<file path="src/rtl/lsu_ctrl.sv">
// Load/store unit between the MEM pipeline register and the data memory.
// Misaligned half/word accesses are split into sequential byte accesses.
module lsu_ctrl #(
  parameter int ADDR_W = 6
) (
  input  logic              clk,
  input  logic              rst_n,
  input  logic              req_valid,
  output logic              req_ready,
  input  logic              req_we,
  input  logic [2:0]        req_func3,
  input  logic [ADDR_W-1:0] req_addr,
  input  logic [31:0]       req_wdata,
  output logic              rsp_valid,
  output logic [31:0]       rsp_rdata,
  output logic              rsp_err,
  output logic              mem_read,
  output logic              mem_write,
  output logic [ADDR_W-1:0] mem_addr,
  output logic [2:0]        mem_func3,
  output logic [31:0]       mem_wdata,
  input  logic [31:0]       mem_rdata
);

  typedef enum logic [2:0] {IDLE, ACCESS, SPLIT, RESP, ERR} state_t;

  state_t            state;
  state_t            state_nxt;
  logic              op_we;
  logic [2:0]        op_func3;
  logic [ADDR_W-1:0] op_addr;
  logic [31:0]       op_wdata;
  logic [1:0]        k;
  logic [1:0]        last_k;
  logic [31:0]       acc;
  logic [31:0]       acc_nxt;
  logic [31:0]       result;

  function automatic logic is_legal(input logic we, input logic [2:0] f3);
    if (we) return (f3 == 3'b000) || (f3 == 3'b001) || (f3 == 3'b010);
    return (f3 == 3'b000) || (f3 == 3'b001) || (f3 == 3'b010) ||
           (f3 == 3'b100) || (f3 == 3'b101);
  endfunction

  function automatic logic is_aligned(input logic [2:0] f3, input logic [1:0] a);
    case (f3[1:0])
      2'b01:   return ~a[0];
      2'b10:   return (a == 2'b00);
      default: return 1'b1;
    endcase
  endfunction

  // Only half and word accesses are ever split, so byte loads need no case here.
  function automatic logic [31:0] extend(input logic [2:0] f3, input logic [31:0] v);
    case (f3)
      3'b001:  return {{16{v[15]}}, v[15:0]};
      3'b101:  return {16'h0000, v[15:0]};
      default: return v;
    endcase
  endfunction

  assign last_k = (op_func3[1:0] == 2'b10) ? 2'd3 :
                  (op_func3[1:0] == 2'b01) ? 2'd1 : 2'd0;

  always_comb begin
    acc_nxt = acc;
    acc_nxt[{k, 3'b000} +: 8] = mem_rdata[7:0];
  end

  always_comb begin
    state_nxt = state;
    case (state)
      IDLE: begin
        if (req_valid) begin
          if (!is_legal(req_we, req_func3))              state_nxt = ERR;
          else if (is_aligned(req_func3, req_addr[1:0])) state_nxt = ACCESS;
          else                                           state_nxt = SPLIT;
        end
      end
      ACCESS:  state_nxt = RESP;
      SPLIT:   if (k == last_k) state_nxt = RESP;
      RESP:    state_nxt = IDLE;
      ERR:     state_nxt = IDLE;
      default: state_nxt = IDLE;
    endcase
  end

  always_ff @(posedge clk or negedge rst_n) begin
    if (!rst_n) begin
      state    <= IDLE;
      op_we    <= 1'b0;
      op_func3 <= 3'b000;
      op_addr  <= '0;
      op_wdata <= 32'h0;
      k        <= 2'd0;
      acc      <= 32'h0;
      result   <= 32'h0;
    end else begin
      state <= state_nxt;
      case (state)
        IDLE: begin
          if (req_valid) begin
            op_we    <= req_we;
            op_func3 <= req_func3;
            op_addr  <= req_addr;
            op_wdata <= req_wdata;
            k        <= 2'd0;
            acc      <= 32'h0;
            result   <= 32'h0;
          end
        end
        ACCESS: begin
          // Memory returns LH-style data for LHU, so zero-extend locally.
          if (!op_we)
            result <= (op_func3 == 3'b101) ? {16'h0000, mem_rdata[15:0]} : mem_rdata;
        end
        SPLIT: begin
          k <= k + 2'd1;
          if (!op_we) begin
            acc <= acc_nxt;
            if (k == last_k) result <= extend(op_func3, acc_nxt);
          end
        end
        default: ;
      endcase
    end
  end

  always_comb begin
    req_ready = (state == IDLE);
    rsp_valid = (state == RESP) || (state == ERR);
    rsp_err   = (state == ERR);
    rsp_rdata = (state == RESP) ? result : 32'h0;
    mem_read  = 1'b0;
    mem_write = 1'b0;
    mem_addr  = '0;
    mem_func3 = 3'b000;
    mem_wdata = 32'h0;
    case (state)
      ACCESS: begin
        mem_read  = ~op_we;
        mem_write = op_we;
        mem_addr  = op_addr;
        mem_wdata = op_wdata;
        mem_func3 = (!op_we && op_func3 == 3'b101) ? 3'b001 : op_func3;
      end
      SPLIT: begin
        mem_read  = ~op_we;
        mem_write = op_we;
        mem_addr  = op_addr + ADDR_W'(k);
        mem_func3 = op_we ? 3'b000 : 3'b100;
        mem_wdata = op_we ? {24'h000000, op_wdata[{k, 3'b000} +: 8]} : 32'h0;
      end
      default: ;
    endcase
  end

endmodule
</file>
<file path="config.mk">
export PLATFORM = sky130hd
export DESIGN_NAME = lsu_ctrl
export DESIGN_NICKNAME = d
export VERILOG_FILES = /design/src/rtl/lsu_ctrl.sv
export SDC_FILE = /design/constraint.sdc
export NUM_CORES = 1
export LEC_CHECK = 0
export ABC_AREA = 0
export BUFFER_PORTS_ARGS = -buffer_cell sky130_fd_sc_hd__buf_4
export CAP_MARGIN = 25
export CORE_MARGIN = 2
export CORE_UTILIZATION = 50
export CTS_BUF_LIST = sky130_fd_sc_hd__clkbuf_2
export CTS_CLUSTER_SIZE = 16
export DETAILED_ROUTE_END_ITERATION = 10
export PLACE_DENSITY = 0.79
export REMOVE_ABC_BUFFERS = 1
export SYNTH_ARGS = -nofsm -noshare
export SYNTH_HDL_FRONTEND = slang
export SYNTH_SLANG_ARGS = --single-unit
</file>
<file path="constraint.sdc">
create_clock -name clk -period 2.5 [get_ports clk]
set_clock_uncertainty 0.15 [all_clocks]
set_input_delay 0.25 -clock clk [delete_from_list [all_inputs] [get_ports clk]]
set_output_delay 0.25 -clock clk [all_outputs]
set_load 0.01 [all_outputs]
</file>
### Yosys cells after proc, flatten, opt, wreduce, memory -nomap -nowiden

Cells that the tools add are included.

* add/subtract/negate cells: 3
* equality and inequality tests: 19
* shifts and indexed selects: 3
* muxes and demuxes: 39
* bitwise gates (word level): 2
* reductions and logical operators: 18

Operator list (number)
* 32-bit two-way mux: 7
* 32-bit case mux with 2 select lines: 3
* 32-bit case mux with 3 select lines: 1
* 32-bit bitwise mux: 1
* 8-bit by 7-bit variable shift with 32-bit output, first input constant: 1
* 32-bit by 6-bit indexed part select with 8-bit output: 1
* 8-bit by 7-bit indexed part select with 32-bit output: 1
* 3-bit two-way mux: 5
* 1-bit two-way mux: 13
* 3-bit equality test, second input constant: 4
* 6-bit case mux with 2 select lines: 1
* 3-bit by 1-bit equality test with 1-bit output, second input constant: 3
* 3-bit by 2-bit equality test with 1-bit output, second input constant: 3
* 3-bit case mux with 3 select lines: 1
* 8-bit two-way mux: 1
* 2-bit inequality test, second input constant: 4
* 5-bit negation with 7-bit output: 1
* 6-bit by 2-bit adder with 6-bit output: 1
* 3-bit logical NOT: 2
* 2-bit two-way mux: 3
* 3-bit case mux with 2 select lines: 1
* 2-bit AND reduction: 3
* 1-bit logical OR: 5
* 5-bit AND reduction: 1
* other kinds (14): 17

* flip-flop bits (word level): 111
* bits of input ports: 77
* output and inout bits: 78
* word-level logic and storage cells: 92

### Longest topological paths before layout

* depth in word-level cells: 15
* mapped depth: 10
* depth with buffers taken out: 7

### Worst setup path after synthesis

No wires, ideal clock.

* path kind: flip-flop to flip-flop
* start point: register k[1]
* end point: register result[21]
* setup time: 77 ps
* data arrival time: 2109 ps
* required time: 2273 ps
* path slack: 163 ps
* cell stages (with the launch flop): 10
* buffers on the path: 2
* clock period less this slack: 2337 ps
* path through: dfrtp_1 buf_2 inv_1 ha_1 and3b_1 nand4b_1 a31oi_4 buf_2 a22oi_1 a21oi_1

* word-level cells in the longest chain between the ends: 7
* elaborated cells on any way between the ends: 11
* those cells by class: 1 x add/sub; 2 x eq/ne; 2 x shift; 5 x mux; 1 x reduce/logical

Ends and longest elaborated chain
* from (decl): RTL line 33 `logic [1:0] k;`
* from (signal assigned): RTL line 118 `k <= k + 2'd1;`
* 5-bit negation with 7-bit output: RTL line 67 `acc_nxt[{k, 3'b000} +: 8] = mem_rdata[7:0];`
* 8-bit by 7-bit indexed part select with 32-bit output or 8-bit by 7-bit variable shift with 32-bit output (tied branches): RTL line 67
* 32-bit bitwise mux: RTL line 67
* 32-bit case mux with 2 select lines: RTL line 55 `case (f3)`
* 32-bit two-way mux: RTL line 121 `if (k == last_k) result <= extend(op_func3, acc_nxt);`
* 32-bit two-way mux: RTL line 119 `if (!op_we) begin`
* 32-bit case mux with 3 select lines: RTL line 100 `case (state)`
* to (signal assigned): RTL line 115 `result <= (op_func3 == 3'b101) ? {16'h0000, mem_rdata[15:0]} : mem_rdata;`
* to (signal assigned): RTL line 121
* to (decl): RTL line 37 `logic [31:0] result;`

Parallel ways exist; a longest one is shown, timed or not. The select of a mux whose other input is x is not followed.
A chain may end at the register's enable or synchronous reset.

### Worst setup path in the final report

* start point: register state[1]
* end point: output mem_wdata[20]

* word-level cells in the longest chain between the ends: 2
* elaborated cells on any way between the ends: 3
* those cells by class: 2 x eq/ne; 1 x mux

Ends and longest elaborated chain
* from (decl): RTL line 27 `state_t state;`
* from (signal assigned): RTL line 99 `state <= state_nxt;`
* 3-bit by 2-bit equality test with 1-bit output or 3-bit by 1-bit equality test with 1-bit output (tied branches): RTL line 139 `case (state)`
* 32-bit case mux with 2 select lines (*): RTL line 139
* to (decl): RTL line 21 `output logic [31:0] mem_wdata,`

Mark *: on every way between the ends. The rest lies on a longest branch, timed or not.

==> results_dict.tcl <==
set metrics [dict create \
    ctsHtreeMaxLevel 3 \
    synthArstFlopShare_pct 100 \
    grt_pass1_wl_um 28200 \
    dpl.hpwl_um 10800 \
    final_util_pct 76.5 \
    fp-row-count 39 \
    initial_utilization_pct 51.5 \
    firstDrtPassIters 5 \
    port_buffers 154 \
    final_nets 968 \
    cp.required_ns 2.10 \
    core-area_um2 11500 \
    failed_checks "negative setup slack" \
    ir_worst_vdd_mv 0.672 \
    post_synth_instance_area_um2 5900 \
    syn_avg_cell_area_um2 9.47 \
    m1WireLength_um 7640 \
    hold_path_class "primary input to flip-flop" \
    die_y_um 113 \
    rsz0062_at_grt "true" \
    synth.most_common_cell "nand2_1" \
    drive_gt1_share_pct 32.2 \
    worstSkewPairLatency_ns 0.64 \
    timing.fmax_mhz 371 \
    area_growth_pct 48.6 \
    criticalPathCategory "flip-flop to primary output" \
    wl_met3_um 1640 \
    fin_crit_sh_pct 108 \
    clock_path_buffers 2 \
    root_buffer "clkbuf_2" \
    worst_slack_ns -0.198 \
    critPathMaxFanout 22 \
    drtIter0Drc 476 \
    io_pins 155 \
    end_kind "primary output" \
    dr_total_vias 5962 \
    synth_edf_count 0 \
    numCtsBuffers 9 \
    yosysTopAreaCell "dfrtp_1" \
    powerDensity_nw_per_um2 1080 \
    drv_cap 0 \
    num_antenna_cells 0 \
    fin_crit_ns 2.70 \
    final_cells 1026 \
    worstPathArrival_ns 2.30 \
    synth_cell_types 52 \
    p_leak_uw 0.00419 \
    seq_area_frac_synth_pct 47.1 \
    post_dp_cell_area_um2 7230 \
    status "complete, but fails checks" \
    maxSlewViolCount 0 \
    synth_common_cells "nand2_1 (148), dfrtp_1 (111), and2_1 (58)" \
    synth.area.top_cells "dfrtp_1 (47%), nand2_1 (9.4%), and2_1 (6.1%)" \
    ys.flop_type "dfrtp_1" \
    grt_antenna_before_repair 0 \
    cts_sinks 111 \
    totalWireLength_um 19400 \
    grt_use_total_pct 27.7 \
    tritoncts "yes" \
    dr_wl_met2_um 9730 \
    dp.cells 898 \
    synthCells 623 \
    grt_max_degree 65 \
    wl_per_cell_um 18.9 \
    worstSetupStartpointType "flip-flop" \
    finalWeightedCongestion 0.824 \
    design_area_um2 8770 \
    ys_ff_latch 111 \
    yosys_warnings 0 \
    fin_hold_ws_ns 0.165 \
    hold_viol_final 0 \
    drtAntennaViolNets 0 \
    die_w_um 113 \
    die_area_um2 12700 \
    relSlewSlack_pct 55.5 \
    setup_viol 38 \
    grt_pass1_vias 5657 \
    synth_top_area_share_pct 47.1 \
    cts.clk_slew.worst_paths_ns 0.31 \
    via_per_inst 5.81 \
    worst_pin_slew_ns 0.667 \
    grt_overflow_total 0 \
    drcViolationCount 0 \
    highest_layer "met4" \
]
[layer usage]
layer / up-vias / track usage (%)
li1: 2687 / -
met1: 2894 / 36.8
met2: 339 / 46.4
met3: 42 / 5.02
met4: 0 / 8.78
met5: - / 0
[registers in the layout (all words and copies together) (netlist names)]
register and flops:
op_func3 3, op_we 1, state 3, acc 32
k 2, op_addr 6, op_wdata 32, result 32
[final timing paths]
path / startpoint / cells after the start / slack, ns / end
min reg2reg: result[14]$_DFFE_PN0P_ / 1 / 0.37 / result[14]$_DFFE_PN0P_
max reg2reg: k[0]$_DFFE_PN0P_ / 9 / 0.02 / acc[24]$_DFFE_PN0P_
max in group asynchronous: rst_n / 4 / 1.28 / acc[31]$_DFFE_PN0P_
min in group asynchronous: rst_n / 4 / 0.50 / op_addr[5]$_DFFE_PN0P_
min: req_wdata[26] / 4 / 0.16 / op_wdata[26]$_DFFE_PN0P_
max: state[1]$_DFFE_PN0P_ / 6 / -0.20 / mem_wdata[20]
[critical path, stage by stage (launching register included)]
cell,delay (ns)
dfrtp_2,0.52
buf_12,0.14
nor3b_4,0.29
buf_12,0.17
clkbuf_16,0.19
and2_1,0.18
buf_4,0.15
[repair_timing]
action	CTS	global route
pin swaps	16	17
setup endpoints to repair	65	74
resized for setup	35	56
endpoints found under the hold margin	220	0
cloned	0	6
setup buffers	13	15
hold buffers	78	0
[final cells by class]
class	count	area, um^2
Clock inverter	6	36.3
Inverter	11	45.0
Multi-Input combinational cell	455	3010
Fill cell	694	2700
Timing Repair Buffer	290	2670
Tap cell	143	179
Sequential cell	111	2780
Clock buffer	10	50.0
[metrics by stage]
| stage | total power [uW] | setup TNS, ns | setup WS, ns |
|---|---|---|---|
| after floorplan | 5750 | -39.69 | -1.13 |
| after global placement | 7320 | 0 | 0.112 |
| after detailed placement | 7530 | -0.0561 | -0.0306 |
| after CTS | 8680 | -1.15 | -0.135 |
| after global routing | 10000 | -7.06 | -0.245 |
| final | 9440 | -3.98 | -0.198 |
[placed cells by master (no fill, tap or decap), types with 3 or more instances in the layout]
master	count
nor2_1	36
and2_4	13
buf_12	10
a32o_2	3
o211ai_1	3
a31oi_1	10
a32o_1	5
a221o_1	16
nand3_1	3
dlygate4sd3_1	77
buf_6	28
o21a_1	4
ha_1	8
inv_1	8
clkinvlp_4	3
mux4_2	8
o21ai_1	6
a21oi_1	32
dfrtp_1	107
clkbuf_2	11
clkinv_1	4
buf_4	169
nand2_2	3
nor3b_1	4
ha_4	3
a22oi_1	24
dfrtp_2	4
a22o_1	26
clkbuf_16	3
o31ai_1	4
nand2_1	145
xor2_1	3
nor2b_1	5
o21ai_0	11
and2_1	45
[kinds of logic after synthesis]
kind of cell               count (synthesis)  synth area share, %
muxes                                     10                 3.41
buffers and inverters                     57                 4.43
and+or+nand+nor                          273                 21.9
DFF                                      111                 47.1
adders and majority gates                 13                 2.88
AOI/OAI and AO/OA                        155                 19.7
xor gates and xnor gates                   4                0.594
[power by group]
| part | total [uW] | internal (uW) | switching [uW] |
|---|---|---|---|
| clock network | 740 | 130 | 611 |
| logic | 5690 | 2710 | 2980 |
| registers | 3010 | 2500 | 518 |
(Power assumes the default switching activity.)
